## src/rtl/pipe_adder_n.sv

```systemverilog
// Pipelined add/subtract unit: WIDTH-bit operation split into STAGES carry-chained slices,
// wrapped in a valid/ready handshake with a single global stall.
module pipe_adder_n #(
  parameter int WIDTH  = 16,
  parameter int STAGES = 2
) (
  input  logic             clk,
  input  logic             rst,
  input  logic             in_valid,
  output logic             in_ready,
  input  logic [WIDTH-1:0] add_in1,
  input  logic [WIDTH-1:0] add_in2,
  input  logic             cin,
  input  logic             sub,
  output logic             out_valid,
  input  logic             out_ready,
  output logic [WIDTH-1:0] sum,
  output logic             cout,
  output logic             ovf,
  output logic             zero
);

  localparam int SW = WIDTH / STAGES;

  generate
    if ((STAGES < 1) || (STAGES > WIDTH) || (WIDTH % STAGES != 0)) begin : g_bad_params
      $error("pipe_adder_n: WIDTH must be a multiple of STAGES, with 1 <= STAGES <= WIDTH");
    end
  endgenerate

  // Handshake: a transfer happens on a rising edge where valid && ready. Every stage
  // moves together; the pipe advances only when the output slot is empty or being taken.
  logic advance;

  logic [STAGES-1:0] vld_q;
  logic [STAGES-1:0] cy_q;
  logic [WIDTH-1:0]  acc_q [STAGES];
  logic [WIDTH-1:0]  bop_q [STAGES];
  logic              ovf_q;
  logic              zero_q;

  logic [WIDTH-1:0]  b_eff;
  logic              c0;
  logic [WIDTH-1:0]  a_src [STAGES];
  logic [WIDTH-1:0]  b_src [STAGES];
  logic [STAGES-1:0] c_src;
  logic [STAGES-1:0] stage_in_vld;
  logic [SW:0]       slice_sum [STAGES];
  logic [WIDTH-1:0]  acc_d [STAGES];
  logic [STAGES-1:0] cy_d;
  logic              ovf_d;
  logic              zero_d;

  assign advance = !vld_q[STAGES-1] || out_ready;
  assign b_eff   = sub ? ~add_in2 : add_in2;
  assign c0      = sub ? ~cin : cin;

  // Stage k sees slices [k..] of A/B' still unprocessed; slices below k of acc already hold sum bits.
  always_comb begin
    a_src[0]        = add_in1;
    b_src[0]        = b_eff;
    c_src[0]        = c0;
    stage_in_vld[0] = in_valid;
    for (int k = 1; k < STAGES; k++) begin
      a_src[k]        = acc_q[k-1];
      b_src[k]        = bop_q[k-1];
      c_src[k]        = cy_q[k-1];
      stage_in_vld[k] = vld_q[k-1];
    end
    for (int k = 0; k < STAGES; k++) begin
      slice_sum[k] = {1'b0, a_src[k][k*SW +: SW]} + {1'b0, b_src[k][k*SW +: SW]}
                   + {{SW{1'b0}}, c_src[k]};
      acc_d[k]             = a_src[k];
      acc_d[k][k*SW +: SW] = slice_sum[k][SW-1:0];
      cy_d[k]              = slice_sum[k][SW];
    end
    ovf_d  = (a_src[STAGES-1][WIDTH-1] == b_src[STAGES-1][WIDTH-1]) &&
             (acc_d[STAGES-1][WIDTH-1] != a_src[STAGES-1][WIDTH-1]);
    zero_d = (acc_d[STAGES-1] == '0);
  end

  // Data registers load only for valid slots, so bubbles and reset leave the outputs quiet.
  always_ff @(posedge clk) begin
    if (rst) begin
      vld_q  <= '0;
      cy_q   <= '0;
      ovf_q  <= 1'b0;
      zero_q <= 1'b0;
      for (int k = 0; k < STAGES; k++) begin
        acc_q[k] <= '0;
        bop_q[k] <= '0;
      end
    end else if (advance) begin
      vld_q <= stage_in_vld;
      for (int k = 0; k < STAGES; k++) begin
        if (stage_in_vld[k]) begin
          acc_q[k] <= acc_d[k];
          bop_q[k] <= b_src[k];
          cy_q[k]  <= cy_d[k];
        end
      end
      if (stage_in_vld[STAGES-1]) begin
        ovf_q  <= ovf_d;
        zero_q <= zero_d;
      end
    end
  end

  assign in_ready  = advance;
  assign out_valid = vld_q[STAGES-1];
  assign sum       = acc_q[STAGES-1];
  assign cout      = cy_q[STAGES-1];
  assign ovf       = ovf_q;
  assign zero      = zero_q;

endmodule
```

## config.mk

```make
export PLATFORM = sky130hd
export DESIGN_NAME = pipe_adder_n
export DESIGN_NICKNAME = d
export VERILOG_FILES = /design/src/rtl/pipe_adder_n.sv
export SDC_FILE = /design/constraint.sdc
export NUM_CORES = 1
export LEC_CHECK = 0
export ABC_AREA = 1
export BUFFER_PORTS_ARGS = -buffer_cell sky130_fd_sc_hd__buf_2
export CORE_MARGIN = 10
export CORE_UTILIZATION = 55
export CTS_CLUSTER_SIZE = 8
export DETAILED_ROUTE_END_ITERATION = 6
export PLACE_DENSITY_LB_ADDON = 0.1
export SYNTH_ARGS = -nofsm -noshare
export SYNTH_HDL_FRONTEND = slang
export SYNTH_SLANG_ARGS = --single-unit
```

## constraint.sdc

```tcl
create_clock -name clk -period 4.9 [get_ports clk]
set_input_delay 0.98 -clock clk [delete_from_list [all_inputs] [get_ports clk]]
set_output_delay 0.98 -clock clk [all_outputs]
set_load 0.05 [all_outputs]
```

==> flow_metrics.env <==
export IMPL_outcome="complete, no violations"
export IMPL_yosysTopAreaCell="edfxtp_1"
export IMPL_async_reset_ff_share_pct=0
export IMPL_gp_congestion=0.807
export IMPL_grt_total_usage_pct=12.9
export IMPL_crit_required_ns=5.04
export IMPL_area_growth_pct=16.7
export IMPL_drive_gt1_share_pct=19.9
export IMPL_tritoncts="yes"
export IMPL_slew_viol_final=0
export IMPL_cts_resized=0
export IMPL_synth_area_top_cells="edfxtp_1, nand2_1, nor2_1"
export IMPL_r2r_cells=11
export IMPL_nets=391
export IMPL_finalCritPeriodShare_pct=58.2
export IMPL_worstSetupStartpoint="sub"
export IMPL_start_kind="input pin"
export IMPL_skew_ns=0.0118
export IMPL_synth_common_cells="nand2_1, nor2_1, inv_1, edfxtp_1, a21oi_1"
export IMPL_finalHoldViolations=0
export IMPL_first_pass_iters=4
export IMPL_clockRootBuffer="clkbuf_8"
export IMPL_clock_path_buffers=2
export IMPL_netlist_area_leader_share_pct=46.6
export IMPL_synth_edf_count=40
export IMPL_first_iter_violations=62
export IMPL_grt_first_pass_wirelength_mm=8.03
export IMPL_rsz0062_at_grt="false"
export IMPL_postSynthAreaPerCell_um2=9.38
export IMPL_critPathMaxFanout=17
export IMPL_clkTransAtPathRegs_ns=0.07
export IMPL_ctsHoldBuffers=0
export IMPL_diodes=0
export IMPL_syn_nets=331
export IMPL_fmax_ghz=0.351
export IMPL_ctsHtreeMaxLevel=2
export IMPL_die_width_um=88.5
export IMPL_hold_path_class="register to register"
export IMPL_vdd_ir_drop_max_mv=0.133
export IMPL_holdCritStartpoint="ovf"
export IMPL_holdPathStages=2
export IMPL_p_leak_uw=0.00148
export IMPL_crit_arrival_ns=2.99
export IMPL_dp_hpwl_mm=3.77
export IMPL_vias=1881
export IMPL_p_per_area_mw_per_mm2=338
export IMPL_overflow=0
export IMPL_antenna_found_initial=0
export IMPL_initial_core_util_pct=58.0
export IMPL_syn_area_mm2=0.00258
export IMPL_synth_warnings=0
export IMPL_worstReg2RegStart="acc_q[0][8]"
export IMPL_routed_wl_mm=4.81
export IMPL_ant_nets=0
export IMPL_num_io_pins=59
export IMPL_wl_per_cell_um=12.4
export IMPL_ys_seq_area_share_pct=51.2
export IMPL_fillers=369
export IMPL_post_cts_repair_setup_buffers=0
export IMPL_grt_max_degree=38
export IMPL_via_per_inst=4.85
export IMPL_die_h_um=88.5
export IMPL_cts_sinks=46
export IMPL_max_cap_violations=0
export IMPL_rows=24
export IMPL_power_uw=1020
export IMPL_synthFlopType="edfxtp_1"
export IMPL_criticalPathCategory="input pin to register"
export IMPL_ys_seq_elements=46
export IMPL_worst_pin_slew_ns=0.956
export IMPL_grt_pass1_vias=1905
export IMPL_cts_buffers=5
export IMPL_core_area_mm2=0.00444
export IMPL_end_kind="register"
export IMPL_synthCells=275
export IMPL_drc_errors=0
export IMPL_io_buffer_count=58
export IMPL_period_minus_slack_ns=2.85
export IMPL_relSlewSlack_pct=36.1
export IMPL_setup_viol=0
export IMPL_synthDistinctLibCells=23
export IMPL_totalNegativeSetupSlack_ns=0
export IMPL_clk_latency_ns=0.29
export IMPL_dieArea_mm2=0.00783
==> flip-flops by register name, summed over array words and instances, names as in the netlist <==
| register | flops |
|---|---|
| zero | 1 |
| bop_q | 8 |
| cy_q | 2 |
| vld_q | 2 |
| ovf | 1 |
| acc_q | 32 |
==> logic make-up after synthesis <==
group / Yosys count / share of synthesized area, %
simple gates: 116 / 18.6
buf+inv: 48 / 7.62
flops: 46 / 51.2
compound gates: 28 / 6.21
xor+xnor: 19 / 6.45
fa+ha+maj: 18 / 9.90
==> cell usage in the layout, fill, tap and decap left out, drive strengths merged, types with 2 or more instances in the layout <==
cell type,Yosys,layout
buf,5,58
nor2,48,48
nand2,47,47
inv,43,43
edfxtp,40,40
a21oi,18,18
ha,14,14
nand3,12,12
xor2,10,10
xnor2,9,9
dfxtp,6,6
o21ai,6,6
clkbuf,0,6
nand4,4,4
fa,4,4
nand3b,3,3
o21a,2,2
==> where the power goes <==
| part | internal [µW] | switching, µW | leakage (µW) |
|---|---|---|---|
| Clock | 152 | 119 | 0.0000514 |
| Sequential | 470 | 14.0 | 0.000481 |
| Combinational | 84.9 | 176 | 0.000948 |
==> critical path, stage by stage <==
cell and delay, ns:
buf_2 0.35, xor2_1 0.15, fa_1 0.46, fa_1 0.44
nand3_1 0.09, nand2_1 0.10, a21oi_1 0.18, o21ai_0 0.09
a21oi_1 0.13
==> layout make-up <==
class / instances / area [µm²] / area share [%]
Clock buffer: 6 / 72.6 / 2.41
Clock inverter: 2 / 37.5 / 1.25
Inverter: 43 / 161 / 5.36
Multi-Input combinational cell: 181 / 1060 / 35.3
Sequential cell: 46 / 1320 / 43.9
Tap cell: 52 / 65.1 / 2.16
Timing Repair Buffer: 58 / 290 / 9.65
==> path summary, 6_finish.rpt <==
kind | to | slack [ns]
setup / recovery | acc_q[0][6] | 2.05
hold reg to reg | ovf | 0.47
hold / removal | ovf | 0.47
setup reg to reg | zero | 2.83
==> metrics by stage <==
stage	hold slack [ns]	cells	cell area (µm²)	utilization, %	setup slack [ns]
after detailed placement	0.464	380	2900	65.2	1.76
after global placement	0.454	380	2900	65.2	1.85
after CTS	0.476	388	3010	67.7	2.03
final	0.474	388	3010	67.7	2.05
after floorplan	0.437	275	2580	-	1.91
after global routing	0.494	388	3010	67.7	1.88
==> layer usage <==
metal  share of wire, %  track usage (%)  vias up
li1                   -                -     1006
met1                 47             15.5      805
met2                 43             21.3       66
met3                8.3             3.58        4
met4                1.0             5.29        0
met5                  0                0        -
No activity file was read; power rests on OpenSTA's default activity.
